## src/rtl/mem_arbiter_pkg.sv

```systemverilog
`default_nettype none
// +----------------------------------------------------------------------------+
// | mem_arbiter_pkg: shared types and default parameters for mem_arbiter       |
// | Revision: 1.0                                                              |
// +----------------------------------------------------------------------------+
package mem_arbiter_pkg;

  localparam int unsigned DEF_ADDR_W       = 32;
  localparam int unsigned DEF_DATA_W       = 32;
  localparam int unsigned DEF_STARVE_LIMIT = 4;

  typedef enum logic [1:0] {
    ST_IDLE    = 2'd0,
    ST_GRANT_I = 2'd1,
    ST_GRANT_D = 2'd2,
    ST_RESP    = 2'd3
  } state_e;

endpackage
`default_nettype wire

```

## src/rtl/mem_arbiter_starve_ctr.sv

```systemverilog
`default_nettype none
// +----------------------------------------------------------------------------+
// | mem_arbiter_starve_ctr: counts D grants made while I waits and forces an   |
// | I grant once STARVE_LIMIT is reached. Used under MEM_ARBITER_STARVE_GUARD_EN|
// | Revision: 1.0                                                              |
// +----------------------------------------------------------------------------+
module mem_arbiter_starve_ctr
  import mem_arbiter_pkg::*;
#(
  parameter int unsigned STARVE_LIMIT = DEF_STARVE_LIMIT
) (
  input  logic clk,
  input  logic rst_n,
  input  logic i_req_i,
  input  logic d_req_i,
  input  logic grant_i_i,
  input  logic grant_d_i,
  output logic force_i_o
);

  localparam int unsigned CNT_W = $clog2(STARVE_LIMIT + 1);
  localparam logic [CNT_W-1:0] CNT_MAX = CNT_W'(STARVE_LIMIT);

  logic [CNT_W-1:0] cnt_q, cnt_d;

  always_comb begin
    cnt_d = cnt_q;
    if (grant_i_i) begin
      cnt_d = '0;
    end else if (grant_d_i) begin
      if (!i_req_i) begin
        cnt_d = '0;
      end else if (cnt_q != CNT_MAX) begin
        cnt_d = cnt_q + 1'b1;
      end
    end
  end

  always_ff @(posedge clk or negedge rst_n) begin
    if (!rst_n) begin
      cnt_q <= '0;
    end else begin
      cnt_q <= cnt_d;
    end
  end

  assign force_i_o = (cnt_q == CNT_MAX) && i_req_i && d_req_i;

endmodule
`default_nettype wire

```

## src/rtl/mem_arbiter.sv

```systemverilog
`default_nettype none
// +----------------------------------------------------------------------------+
// | mem_arbiter: arbitrates an I-fetch port and a D port onto one memory port. |
// | Optional starvation guard: define MEM_ARBITER_STARVE_GUARD_EN.             |
// | Revision: 1.0                                                              |
// +----------------------------------------------------------------------------+
module mem_arbiter
  import mem_arbiter_pkg::*;
#(
  parameter int unsigned ADDR_W       = DEF_ADDR_W,
  parameter int unsigned DATA_W       = DEF_DATA_W,
  parameter int unsigned STARVE_LIMIT = DEF_STARVE_LIMIT
) (
  input  logic              clk,
  input  logic              rst_n,
  input  logic              i_req,
  input  logic [ADDR_W-1:0] i_addr,
  output logic              i_ready,
  output logic [DATA_W-1:0] i_rdata,
  input  logic              d_req,
  input  logic              d_we,
  input  logic [ADDR_W-1:0] d_addr,
  input  logic [DATA_W-1:0] d_wdata,
  output logic              d_ready,
  output logic [DATA_W-1:0] d_rdata,
  output logic              mem_req,
  output logic              mem_we,
  output logic [ADDR_W-1:0] mem_addr,
  output logic [DATA_W-1:0] mem_wdata,
  input  logic [DATA_W-1:0] mem_rdata,
  input  logic              mem_ready,
  output logic              busy
);

  if (STARVE_LIMIT == 0) begin : g_limit_check
    $error("mem_arbiter: STARVE_LIMIT must be at least 1");
  end

  state_e            state_q, state_d;
  logic              gnt_instr, gnt_data, force_instr, mem_done;
  logic              mem_req_q, mem_we_q, i_ready_q, d_ready_q;
  logic [ADDR_W-1:0] mem_addr_q;
  logic [DATA_W-1:0] mem_wdata_q, i_rdata_q, d_rdata_q;

  always_comb begin
    state_d   = state_q;
    gnt_instr = 1'b0;
    gnt_data  = 1'b0;
    mem_done  = 1'b0;
    case (state_q)
      ST_IDLE: begin
        if (d_req && !force_instr) begin
          gnt_data = 1'b1;
          state_d  = ST_GRANT_D;
        end else if (i_req) begin
          gnt_instr = 1'b1;
          state_d   = ST_GRANT_I;
        end
      end
      ST_GRANT_I, ST_GRANT_D: begin
        if (mem_ready) begin
          mem_done = 1'b1;
          state_d  = ST_RESP;
        end
      end
      ST_RESP: state_d = ST_IDLE;
      default: state_d = ST_IDLE;
    endcase
  end

  always_ff @(posedge clk or negedge rst_n) begin
    if (!rst_n) begin
      state_q     <= ST_IDLE;
      mem_req_q   <= 1'b0;
      mem_we_q    <= 1'b0;
      mem_addr_q  <= '0;
      mem_wdata_q <= '0;
      i_ready_q   <= 1'b0;
      d_ready_q   <= 1'b0;
      i_rdata_q   <= '0;
      d_rdata_q   <= '0;
    end else begin
      state_q   <= state_d;
      i_ready_q <= mem_done && (state_q == ST_GRANT_I);
      d_ready_q <= mem_done && (state_q == ST_GRANT_D);
      if (gnt_data) begin
        mem_req_q   <= 1'b1;
        mem_we_q    <= d_we;
        mem_addr_q  <= d_addr;
        mem_wdata_q <= d_wdata;
      end else if (gnt_instr) begin
        mem_req_q   <= 1'b1;
        mem_we_q    <= 1'b0;
        mem_addr_q  <= i_addr;
        mem_wdata_q <= '0;
      end else if (mem_done) begin
        mem_req_q   <= 1'b0;
      end
      if (mem_done && (state_q == ST_GRANT_I)) begin
        i_rdata_q <= mem_rdata;
      end
      // A completed D write must leave the last read value visible.
      if (mem_done && (state_q == ST_GRANT_D) && !mem_we_q) begin
        d_rdata_q <= mem_rdata;
      end
    end
  end

`ifdef MEM_ARBITER_STARVE_GUARD_EN
  mem_arbiter_starve_ctr #(
    .STARVE_LIMIT (STARVE_LIMIT)
  ) u_starve_ctr (
    .clk       (clk),
    .rst_n     (rst_n),
    .i_req_i   (i_req),
    .d_req_i   (d_req),
    .grant_i_i (gnt_instr),
    .grant_d_i (gnt_data),
    .force_i_o (force_instr)
  );
`else
  assign force_instr = 1'b0;
`endif

  assign mem_req   = mem_req_q;
  assign mem_we    = mem_we_q;
  assign mem_addr  = mem_addr_q;
  assign mem_wdata = mem_wdata_q;
  assign i_ready   = i_ready_q;
  assign d_ready   = d_ready_q;
  assign i_rdata   = i_rdata_q;
  assign d_rdata   = d_rdata_q;
  assign busy      = (state_q != ST_IDLE);

endmodule
`default_nettype wire
```

## config.mk

```make
export PLATFORM = sky130hd
export DESIGN_NAME = mem_arbiter
export DESIGN_NICKNAME = d
export VERILOG_FILES = /design/src/rtl/mem_arbiter_pkg.sv /design/src/rtl/mem_arbiter_starve_ctr.sv /design/src/rtl/mem_arbiter.sv
export SDC_FILE = /design/constraint.sdc
export NUM_CORES = 1
export LEC_CHECK = 0
export CAP_MARGIN = 20
export CORE_ASPECT_RATIO = 1.75
export CORE_MARGIN = 8
export CORE_UTILIZATION = 43
export CTS_CLUSTER_DIAMETER = 120
export CTS_CLUSTER_SIZE = 16
export DETAILED_ROUTE_END_ITERATION = 7
export HOLD_SLACK_MARGIN = 0.05
export PLACE_DENSITY = 0.85
export SYNTH_ARGS = -nofsm -noshare
export SYNTH_HDL_FRONTEND = slang
export SYNTH_SLANG_ARGS = --single-unit
```

## constraint.sdc

```tcl
create_clock -name clk -period 3.3 [get_ports clk]
set_clock_uncertainty 0.05 [all_clocks]
set_input_delay 0.99 -clock clk [delete_from_list [all_inputs] [get_ports clk]]
set_output_delay 0.99 -clock clk [all_outputs]
set_load 0.02 [all_outputs]
```

After elaboration in Yosys (flattened, before gate mapping)
Index checks and enable logic that the tools add are counted.
{"block": "op_classes", "n_eq_ne": 5, "muxes": 20, "n_reduce_logical": 10}
{"op": "32-bit 2-to-1 mux", "count": 4}
{"op": "1-bit 2-to-1 mux", "count": 12}
{"op": "2-bit 2-to-1 mux", "count": 3}
{"op": "2-bit case mux with 3 select lines", "count": 1}
{"op": "2-bit == test, second input constant", "count": 2}
{"op": "2-bit nonzero test", "count": 2}
{"op": "1-bit logical AND", "count": 3}
{"op": "3-bit != test, second input constant", "count": 1}
{"op": "3-bit nonzero test", "count": 1}
{"op": "2-bit by 1-bit == test with 1-bit output, second input constant", "count": 1}
{"op": "2-bit logical NOT", "count": 1}
{"op": "2-bit != test, second input constant", "count": 1}
{"op": "2-bit AND reduction", "count": 1}
{"op": "2-bit OR reduction", "count": 1}
{"op": "1-bit logical NOT", "count": 1}
{"block": "word_totals", "register_bits": 134, "inputBits": 134, "out_inout_bits": 133, "wordCells": 44}

Longest topological paths before layout
{"block": "logic_depth", "word_depth": 6, "ltp_mapped": 7, "mapped_depth_nobuf": 5}

Worst setup path after synthesis
Ideal clock, no wire load.
{"block": "synth_path", "kind": "input to register", "start": "in mem_ready", "end": "reg d_rdata_q[10], in the netlist d_rdata[10]", "setup_ns": 0.125, "t_arrival_ns": 1.788, "required_ns": 3.125, "path_slack_ns": 1.336, "path_stages": 5, "n_path_buf": 2, "path_cell_list": "and3_1 -> nand2b_1 -> buf_6 -> buf_6 -> mux2_4"}
{"block": "synth_via", "elab_chain_cells": 4}
{"item": "from (decl)", "line": "mem_arbiter.sv:31", "source": "input logic mem_ready,"}
{"item": "1-bit 2-to-1 mux", "line": "mem_arbiter.sv:61", "source": "if (mem_ready) begin"}
{"item": "1-bit 2-to-1 mux", "line": "mem_arbiter.sv:50", "source": "case (state_q)"}
{"item": "1-bit logical AND (2 in a row)", "line": "mem_arbiter.sv:103", "source": "if (mem_done && (state_q == ST_GRANT_D) && !mem_we_q) begin"}
{"item": "to (signal assigned)", "line": "mem_arbiter.sv:104", "source": "d_rdata_q <= mem_rdata;"}
{"item": "to (decl)", "line": "mem_arbiter.sv:43", "source": "logic [DATA_W-1:0] mem_wdata_q, i_rdata_q, d_rdata_q;"}
Every way passes these cells.
A chain may end at the register's enable or synchronous reset.

Final worst setup path
{"block": "layout_path", "start": "reg state_q[0]", "end": "out busy"}
{"block": "layout_via", "elab_chain_cells": 1}
{"item": "from (decl)", "line": "mem_arbiter.sv:39", "source": "state_e state_q, state_d;"}
{"item": "from (signal assigned)", "line": "mem_arbiter.sv:83", "source": "state_q <= state_d;"}
{"item": "2-bit nonzero test", "line": "mem_arbiter.sv:133", "source": "assign busy = (state_q != ST_IDLE);"}
{"item": "to (decl)", "line": "mem_arbiter.sv:32", "source": "output logic busy"}
Every way passes these cells.

==> qor.yml <==
run_status: "finished clean"
worst_pin_slew_ps: 567.5
synth.avg_cell_area_um2: 13.99
largest_net_degree_at_the_start_of_global_routing: 55
synthesis.area_um2: 5373
post-dp-hpwl_um: 13410
vias_per_cell: 5.379
htree_levels: 4
critical_path_arrival_ps: 1800
finalSetupViolations: 0
grt_setup_unrepaired: "no"
cts.root.buffer_cell: "clkbuf_16"
path_cells: "inv_1 -> ha_1 -> inv_2 -> clkdlybuf4s50_1"
combinationalPowerShare_pct: 49.0
sort_of_element_at_the_end_of_the_critical_path: "output port"
final.setup.worst_slack_ps: 458.7
timing.critical_path.slowest_stage_cell: "clkdlybuf4s50_1"
layout.cells.most_common: "clkdlybuf4s50_1"
max-slew-margin-rel_pct: 62.16
cp_slowest_stage_delay_ps: 630
grt_remaining_overflow: 0
timing.critical_path.max_delay_family: "buffers and inverters"
detail_route.wirelength_um: 18180
final-hold-violation-count: 0
cts.repair.resized: 0
place_ws_ps: 444.8
drive_above_1_share_pct: 17.02
dieArea_um2: 16470
total_vias_in_the_final_route: 4475
nFillCells: 858
cts_setup_buffers: 0
layout.nets: 789
cts_num_sinks: 134
power.switching_fraction_pct: 36.97
avgRoutedWirePerCell_um: 21.85
port_buffers: 266
path_clk_slew_ps: 60
areaGrowthSynthToFinish_pct: 63.88
number_of_antenna_violations_at_the_first_check_in_global_routing: 0
grt_first_pass_wirelength_um: 27630
cap_viol_max_count: 0
tritoncts.num_buffers: 17
dieWidth_um: 100.5
finalCriticalPeriod_ps: 2841
synth_seq_area_share_pct: 62.41
worst_path_buffer_plus_inverter_count: 3
first_global_vias: 5034
drtIter0Drc: 160
cells_after_synthesis: 384
post_synth_num_cell_types: 21
cts-root-to-sink-buffers: 2
gp_congestion: 0.7913
global_route.usage.total_pct: 21.93
pwr-share-seq_pct: 30.9
drtAntennaViolNets: 0
drtPass1Iterations: 4
hp-class: "reg2reg"
chipHeight_um: 163.9
ys_seq_elements: 134
power.net_switching_mw: 3.571
ys_warn_count: 0
floorplan.core_area_um2: 12360
drc: 0
slew_viol_final: 0
leakagePower_nw: 3.827
power.internal_mw: 6.088
power.density_cell_area_nw_per_um2: 1097
post-route-period-util_pct: 86.10
clkLatencyLatePin_ps: 410
clkPwrFrac_pct: 20.1
worst-endpoint-required_ps: 2260
postSynthNetCount: 522
start_kind: "flop"
top_level_ports: 267
cts_tree: "yes"
path_class: "reg2out"
effective_utilization_at_floorplan_pct: 43.45
antenna_cells: 0
finalSetupTns_ps: 0
row_count: 54
achievable_frequency_ghz: 0.3519
power.ir.vdd_worst_mv: 0.4983
hold_buffers: 0
commonest_cells_after_routing_fill_and_taps_aside: "265 x clkdlybuf4s50_1, 134 x dfrtp_1, 64 x o22ai_1"
critical_path.max_fanout: 3
-- worst min-delay path: cells and delay by family, from the launching register on --
kind             cells  cell delay (ps)
AND/OR/NAND/NOR      2              100
flip-flops           1              340
-- metrics by stage --
step	cells	util [%]	hold slack, ps	total power, mW	cell area, µm²
5_1_grt	832	71.21	462.4	10.11	8805
3_3_place_gp	800	66.31	416.6	7.524	8199
3_5_place_dp	800	66.31	415.8	7.728	8199
6_report	832	71.21	426.6	9.660	8805
4_1_cts	832	71.21	432.1	9.731	8805
2_1_floorplan	384	-	437.5	5.424	5373
-- registers in the layout (all words and copies together) (netlist names) --
name,cells
d_rdata,32
i_rdata,32
mem_addr,32
mem_wdata,32
state_q,2
d_ready,1
i_ready,1
mem_req,1
mem_we,1
-- cells in the mapped netlist --
library cell / instances / area share [%]
buf_2: 15 / 1.4
mux2_4: 30 / 8.4
clkbuf_1: 10 / 0.70
a21oi_1: 32 / 3.0
inv_1: 5 / 0.35
nor2_2: 1 / 0.12
nand2b_1: 2 / 0.23
o21ai_1: 1 / 0.093
inv_2: 2 / 0.14
o32a_1: 1 / 0.19
and3_1: 1 / 0.12
mux2_1: 1 / 0.21
mux2_2: 35 / 7.3
dfrtp_1: 134 / 62
a22o_1: 33 / 5.4
o22ai_1: 64 / 7.5
buf_6: 4 / 0.84
nand2_1: 6 / 0.42
o21ai_0: 2 / 0.19
buf_4: 1 / 0.14
ha_1: 4 / 0.93
-- worst paths after layout --
check / start / end / slack (ps) / cells after the start
max in group asynchronous: rst_n / mem_wdata[1] / 1970 / 2
max: state_q[0] / busy / 460 / 4
min: mem_req / mem_req / 430 / 2
min reg2reg: mem_req / mem_req / 430 / 2
max reg2reg: state_q[0] / d_rdata[31] / 1170 / 6
min in group asynchronous: rst_n / d_rdata[13] / 530 / 1
-- layer usage --
metal	vias to the layer above	routed length, µm	GRT usage (%)
li1	1991	-	-
met1	2193	6519	22.68
met2	241	9649	38.60
met3	50	1211	6.282
met4	0	799	12.39
met5	-	0	0
-- final cells by class --
class                   instances  area [µm²]  share of cell area, %
clock buffers                  19       432.9                  4.917
well taps                     168       210.2                  2.387
repair buffers                278        2775                  31.52
inverters                       7       26.28                 0.2984
multi-input cells             213        1834                  20.83
flip-flops and latches        134        3353                  38.08
clock inverters                13       172.7                  1.961
-- cells by family (layout without fill, tap and decap cells) --
group | after synthesis | in the layout | share of synthesized area, %
DFF | 134 | 134 | 62.41
AOI/OAI and AO/OA | 133 | 133 | 16.28
muxes | 66 | 66 | 15.93
buffers and inverters | 37 | 317 | 3.563
and+or+nand+nor | 10 | 10 | 0.8850
adders and majority gates | 4 | 4 | 0.9316
-- power by group through the flow --
stage	Sequential, mW	Clock, mW	Combinational (mW)
CTS	2.98	1.97	4.78
finish	2.99	1.94	4.73
global route	3.07	2.05	4.99
global placement	2.94	0	4.58
detailed placement	2.98	0	4.75
floorplan	3.86	0	1.56
Note: power is estimated with default switching activity, not from simulation.
